File: config.mk
export PLATFORM = sky130hd
export DESIGN_NAME = mem_bus_arbiter
export DESIGN_NICKNAME = d
export VERILOG_FILES = /design/src/rtl/soc_bus_pkg.sv /design/src/rtl/rr_pick2.sv /design/src/rtl/mem_bus_arbiter.sv
export SDC_FILE = /design/constraint.sdc
export NUM_CORES = 1
export LEC_CHECK = 0
export CAP_MARGIN = 40
export CELL_PAD_IN_SITES_DETAIL_PLACEMENT = 1
export CELL_PAD_IN_SITES_GLOBAL_PLACEMENT = 1
export CORE_MARGIN = 1
export CORE_UTILIZATION = 20
export DETAILED_ROUTE_END_ITERATION = 10
export PLACE_DENSITY_LB_ADDON = 0.1
export SYNTH_ARGS = -nofsm -noshare
export SYNTH_HDL_FRONTEND = slang
export SYNTH_SLANG_ARGS = --single-unit
File: constraint.sdc
create_clock -name clk -period 2.19 [get_ports clk]
set_input_delay 0.438 -clock clk [delete_from_list [all_inputs] [get_ports clk]]
set_output_delay 0.438 -clock clk [all_outputs]
set_load 0.02 [all_outputs]
File: src/rtl/soc_bus_pkg.sv
// Shared types and constants for the SOC memory bus arbiter.
// Holds the arbiter FSM encoding, master indices and bus widths.
package soc_bus_pkg;

  localparam int DATA_W  = 32;
  localparam int WMASK_W = 4;

  localparam logic M0 = 1'b0;
  localparam logic M1 = 1'b1;

  typedef enum logic [1:0] {
    ST_IDLE  = 2'd0,
    ST_ISSUE = 2'd1,
    ST_DONE  = 2'd2
  } bus_state_t;

  // A master requests on a read pulse or any nonzero byte-write mask.
  function automatic logic is_strobe(input logic rstrb, input logic [WMASK_W-1:0] wmask);
    return rstrb | (|wmask);
  endfunction

endpackage

File: src/rtl/rr_pick2.sv
// Two-way grant picker: single requester wins outright, ties go to the
// master not served last, or always to M0 when fixed priority is selected.
module rr_pick2
  import soc_bus_pkg::*;
(
  input  logic pend0,
  input  logic pend1,
  input  logic last,
  input  logic fixed,
  output logic gnt
);

  // Grant selection
  always_comb begin
    gnt = M0;
    if (pend0 && pend1) begin
      if (fixed) begin
        gnt = M0;
      end else begin
        gnt = ~last;
      end
    end else if (pend1) begin
      gnt = M1;
    end else begin
      gnt = M0;
    end
  end

endmodule

File: src/rtl/mem_bus_arbiter.sv
// Shares a single-port registered-read memory between two strobe-style masters,
// issuing one registered memory cycle per request and a one-cycle ready pulse back.
module mem_bus_arbiter
  import soc_bus_pkg::*;
#(
  parameter int ADDR_WIDTH     = 32,
  parameter bit FIXED_PRIORITY = 1'b0
) (
  input  logic                  clk,
  input  logic                  rst,
  input  logic [ADDR_WIDTH-1:0] m0_addr,
  input  logic [DATA_W-1:0]     m0_wdata,
  input  logic [WMASK_W-1:0]    m0_wmask,
  input  logic                  m0_rstrb,
  output logic [DATA_W-1:0]     m0_rdata,
  output logic                  m0_ready,
  input  logic [ADDR_WIDTH-1:0] m1_addr,
  input  logic [DATA_W-1:0]     m1_wdata,
  input  logic [WMASK_W-1:0]    m1_wmask,
  input  logic                  m1_rstrb,
  output logic [DATA_W-1:0]     m1_rdata,
  output logic                  m1_ready,
  output logic [ADDR_WIDTH-1:0] mem_addr,
  output logic [DATA_W-1:0]     mem_wdata,
  output logic [WMASK_W-1:0]    mem_wmask,
  output logic                  mem_rstrb,
  input  logic [DATA_W-1:0]     mem_rdata
);

  bus_state_t state_r;
  logic       pend0_r, pend1_r, last_r, gnt_r, ready0_r, ready1_r;
  logic [WMASK_W-1:0] pmask0_r, pmask1_r;

  logic strobe0_s, strobe1_s, req0_s, req1_s, gnt_s, issue_s;
  logic [WMASK_W-1:0]    req_mask0_s, req_mask1_s, gmask_s;
  logic [ADDR_WIDTH-1:0] gaddr_s;
  logic [DATA_W-1:0]     gwdata_s;

  // A fresh strobe counts as a request in the same cycle, so an idle or
  // completing arbiter issues without first parking it in the pending flag.
  always_comb begin
    strobe0_s = is_strobe(m0_rstrb, m0_wmask);
    strobe1_s = is_strobe(m1_rstrb, m1_wmask);
    req0_s    = pend0_r | strobe0_s;
    req1_s    = pend1_r | strobe1_s;
    if (pend0_r) begin
      req_mask0_s = pmask0_r;
    end else begin
      req_mask0_s = m0_wmask;
    end
    if (pend1_r) begin
      req_mask1_s = pmask1_r;
    end else begin
      req_mask1_s = m1_wmask;
    end
    issue_s = ((state_r == ST_IDLE) || (state_r == ST_DONE)) && (req0_s || req1_s);
  end

  rr_pick2 u_pick (
    .pend0 (req0_s),
    .pend1 (req1_s),
    .last  (last_r),
    .fixed (FIXED_PRIORITY),
    .gnt   (gnt_s)
  );

  // Mux the granted master's request onto the issue path
  always_comb begin
    if (gnt_s == M1) begin
      gaddr_s  = m1_addr;
      gwdata_s = m1_wdata;
      gmask_s  = req_mask1_s;
    end else begin
      gaddr_s  = m0_addr;
      gwdata_s = m0_wdata;
      gmask_s  = req_mask0_s;
    end
  end

  // Pending flags: cleared when granted, strobes while already pending are dropped
  always_ff @(posedge clk) begin
    if (rst) begin
      pend0_r  <= 1'b0;
      pend1_r  <= 1'b0;
      pmask0_r <= {WMASK_W{1'b0}};
      pmask1_r <= {WMASK_W{1'b0}};
    end else begin
      if (issue_s && (gnt_s == M0)) begin
        pend0_r <= 1'b0;
      end else if (!pend0_r && strobe0_s) begin
        pend0_r  <= 1'b1;
        pmask0_r <= m0_wmask;
      end
      if (issue_s && (gnt_s == M1)) begin
        pend1_r <= 1'b0;
      end else if (!pend1_r && strobe1_s) begin
        pend1_r  <= 1'b1;
        pmask1_r <= m1_wmask;
      end
    end
  end

  // Arbiter FSM with registered memory strobes and ready pulses
  always_ff @(posedge clk) begin
    if (rst) begin
      state_r   <= ST_IDLE;
      last_r    <= 1'b1;
      gnt_r     <= M0;
      ready0_r  <= 1'b0;
      ready1_r  <= 1'b0;
      mem_addr  <= {ADDR_WIDTH{1'b0}};
      mem_wdata <= {DATA_W{1'b0}};
      mem_wmask <= {WMASK_W{1'b0}};
      mem_rstrb <= 1'b0;
    end else begin
      ready0_r  <= 1'b0;
      ready1_r  <= 1'b0;
      mem_wmask <= {WMASK_W{1'b0}};
      mem_rstrb <= 1'b0;
      case (state_r)
        ST_IDLE, ST_DONE: begin
          if (issue_s) begin
            state_r   <= ST_ISSUE;
            gnt_r     <= gnt_s;
            last_r    <= gnt_s;
            mem_addr  <= gaddr_s;
            mem_wdata <= gwdata_s;
            mem_wmask <= gmask_s;
            mem_rstrb <= ~(|gmask_s);
          end else begin
            state_r <= ST_IDLE;
          end
        end
        ST_ISSUE: begin
          state_r <= ST_DONE;
          if (gnt_r == M1) begin
            ready1_r <= 1'b1;
          end else begin
            ready0_r <= 1'b1;
          end
        end
        default: state_r <= ST_IDLE;
      endcase
    end
  end

  // Memory read data is only routed to the master whose ready is pulsing
  always_comb begin
    m0_ready = ready0_r;
    m1_ready = ready1_r;
    if (ready0_r) begin
      m0_rdata = mem_rdata;
    end else begin
      m0_rdata = {DATA_W{1'b0}};
    end
    if (ready1_r) begin
      m1_rdata = mem_rdata;
    end else begin
      m1_rdata = {DATA_W{1'b0}};
    end
  end

endmodule
==> impl_metrics.env, run 1 <==
export IMPL_rsz0062_at_grt="no"
export IMPL_cp_arrival_ps=1690
export IMPL_drt_total_wl_mm=20.6
export IMPL_root_buffer="clkbuf_16"
export IMPL_slew_violations=0
export IMPL_worst_slew_pin_slew_ps=416
export IMPL_grt_usage_pct=19.8
export IMPL_synth_seq_cells=85
export IMPL_timing_final_crit_period_ps=2130
export IMPL_core_area_um2=19500
export IMPL_p_leak_nw=3.25
export IMPL_route_detailed_drc=0
export IMPL_clock_sinks=85
export IMPL_cp_max_fo=2
export IMPL_die_h_um=143
export IMPL_grt_max_degree=49
export IMPL_layout_common_cells="clkdlybuf4s50_1 (296), nand2_1 (126), dfxtp_1 (85)"
export IMPL_port_buffers=306
export IMPL_ys_async_sr_fraction_pct=0
export IMPL_fin_crit_sh_pct=97.2
export IMPL_p_per_area_nw_per_um2=609
export IMPL_grt_pass1_wl_mm=30.0
export IMPL_synth_ff_type="dfxtp_1"
export IMPL_max_freq_ghz=0.470
export IMPL_ir_drop_mv=0.350
export IMPL_routabilityCongestion=0.808
export IMPL_pre_cts_slack_ps=-526
export IMPL_worstSetupStartpointType="input pin"
export IMPL_gr_total_overflow=0
export IMPL_synth_cell_type_count=33
export IMPL_hpwl_mm=14.9
export IMPL_cp_end_kind="output port"
export IMPL_routed_via_density=4.48
export IMPL_cts_tree="built"
export IMPL_layout_commonest_cell="clkdlybuf4s50_1"
export IMPL_vias=4957
export IMPL_dr_pass1_iters=4
export IMPL_chipWidth_um=143
export IMPL_final_setup_worst_slack_ps=61.0
export IMPL_ys_warn_count=0
export IMPL_final_antenna_net_count=0
export IMPL_clkTransAtPathRegs_ps=60
export IMPL_insertion_delay_ps=350
export IMPL_status="finished, final reports clean"
export IMPL_yosysSeqAreaShare_pct=43.0
export IMPL_path_class="input pin to output port"
export IMPL_finalSetupViolCount=0
export IMPL_nNetsFinal=1008
export IMPL_hp_class="flop to flop"
export IMPL_layout_drive_gt1_share_pct=9.16
export IMPL_row_count=51
export IMPL_syn_area_per_cell_um2=7.66
export IMPL_drt_iter0_drc=149
export IMPL_area_growth_pct=107
export IMPL_clock_path_buffers=2
export IMPL_relSlewSlack_pct=72.2
export IMPL_pin_count=307
export IMPL_clock_skew_ps=11.2
export IMPL_postLayoutCoreUtil_pct=42.1
export IMPL_initial_core_util_pct=20.4
export IMPL_antenna_found_initial=1
export IMPL_cp_required_ps=1750
export IMPL_grt_pass1_vias=5183
export IMPL_wl_per_cell_um=18.6
export IMPL_dieArea_um2=20400
export IMPL_syn_nets=689
export IMPL_maxCapViolCount=0
export IMPL_cts_buffers=9
export IMPL_synth_edf_count=0
export IMPL_synth_cells=517
export IMPL_synth_area_um2=3960
export IMPL_hold_viol=0
export IMPL_htreeDepth=3
[registers in the layout, summed over array words and instances, names as in the netlist]
register	flops
mem_addr	32
mem_wdata	32
mem_wmask	4
pmask0_r	4
pmask1_r	4
state_r	2
gnt_r	1
last_r	1
m0_ready	1
m1_ready	1
mem_rstrb	1
pend0_r	1
pend1_r	1
[worst paths after layout]
check                                    from            to  slack (ps)  depth (start not counted)
worst max-delay path            mem_rdata[23]  m0_rdata[23]          60                          3
worst min-delay path                    gnt_r      m0_ready         440                          1
worst max register to register        pend0_r  mem_wmask[3]         420                          8
worst min register to register          gnt_r      m0_ready         440                          1
[cells in the mapped netlist, types with 2 or more instances]
cell type	number	area [um2]
nand2_1	127	477
dfxtp_1	85	1700
and2_1	66	413
a31oi_1	63	394
o21ai_0	63	315
clkbuf_1	33	124
mux2i_1	17	170
nor2_1	12	45.0
buf_2	11	55.1
nor2b_1	5	31.3
a211oi_1	4	30.0
inv_1	4	15.0
nor3_1	4	20.0
a21oi_1	3	15.0
nor4_1	2	12.5
[per-stage QoR]
stage | hold slack, ps | cell area, um2 | power (mW) | setup TNS [ps] | instances
floorplan | 386 | 3960 | 2.40 | 0 | 517
global placement | 401 | 7550 | 3.21 | -32270 | 1076
detailed placement | 440 | 7550 | 3.25 | -34110 | 1076
CTS | 452 | 8140 | 5.04 | 0 | 1104
global route | 460 | 8190 | 5.24 | 0 | 1107
finish | 442 | 8190 | 4.99 | 0 | 1107
[power by group]
part	leakage, nW	switching, mW	internal [mW]
clock	0.145	0.717	0.903
combinational	2.40	0.732	0.864
sequential	0.706	0.0776	1.69
[routing by layer]
metal  global-route usage, %  wire [um]  vias to the layer above
met3                    6.07       1580                       15
met1                    20.9       8150                     2348
met4                    5.15        195                        0
met5                       0          0                        -
li1                        -          -                     2406
met2                    37.6      10700                      188
[critical path, stage by stage]
cell and delay (ps):
clkdlybuf4s50_1 490, and2_1 130, clkdlybuf4s50_1 640
[timing repair]
action | 4_1_cts | 5_1_grt
pin swaps | 5 | 6
resized for setup | 17 | 7
gates cloned | 5 | 2
setup buffers | 7 | 1
hold buffers | 0 | 0
endpoints found under the setup margin | 76 | 46
hold endpoints to repair | 0 | 0
[final cells by class]
cell class	count	area, um2
Sequential cell	85	1700
Clock inverter	7	82.6
Tap cell	265	332
Multi-Input combinational cell	382	2100
Clock buffer	9	225
Antenna cell	1	2.50
Fill cell	2287	11300
Inverter	4	15.0
Timing Repair Buffer	354	3730
[logic make-up after synthesis]
logic type	after synthesis	synth area share [%]
buffers and inverters	50	5.27
flip-flops	85	43.0
multiplexers	17	4.30
AO/OA/AOI/OAI	142	21.0
AND/OR/NAND/NOR	223	26.5
Power figures use the tool's default switching activity.
==> run 2, diff against run 1 <==
Settings changed: CTS_CLUSTER_SIZE set to 24.
==> results of run 2 <==
No change in the layout: final DEF, timing and power equal those of run 1.
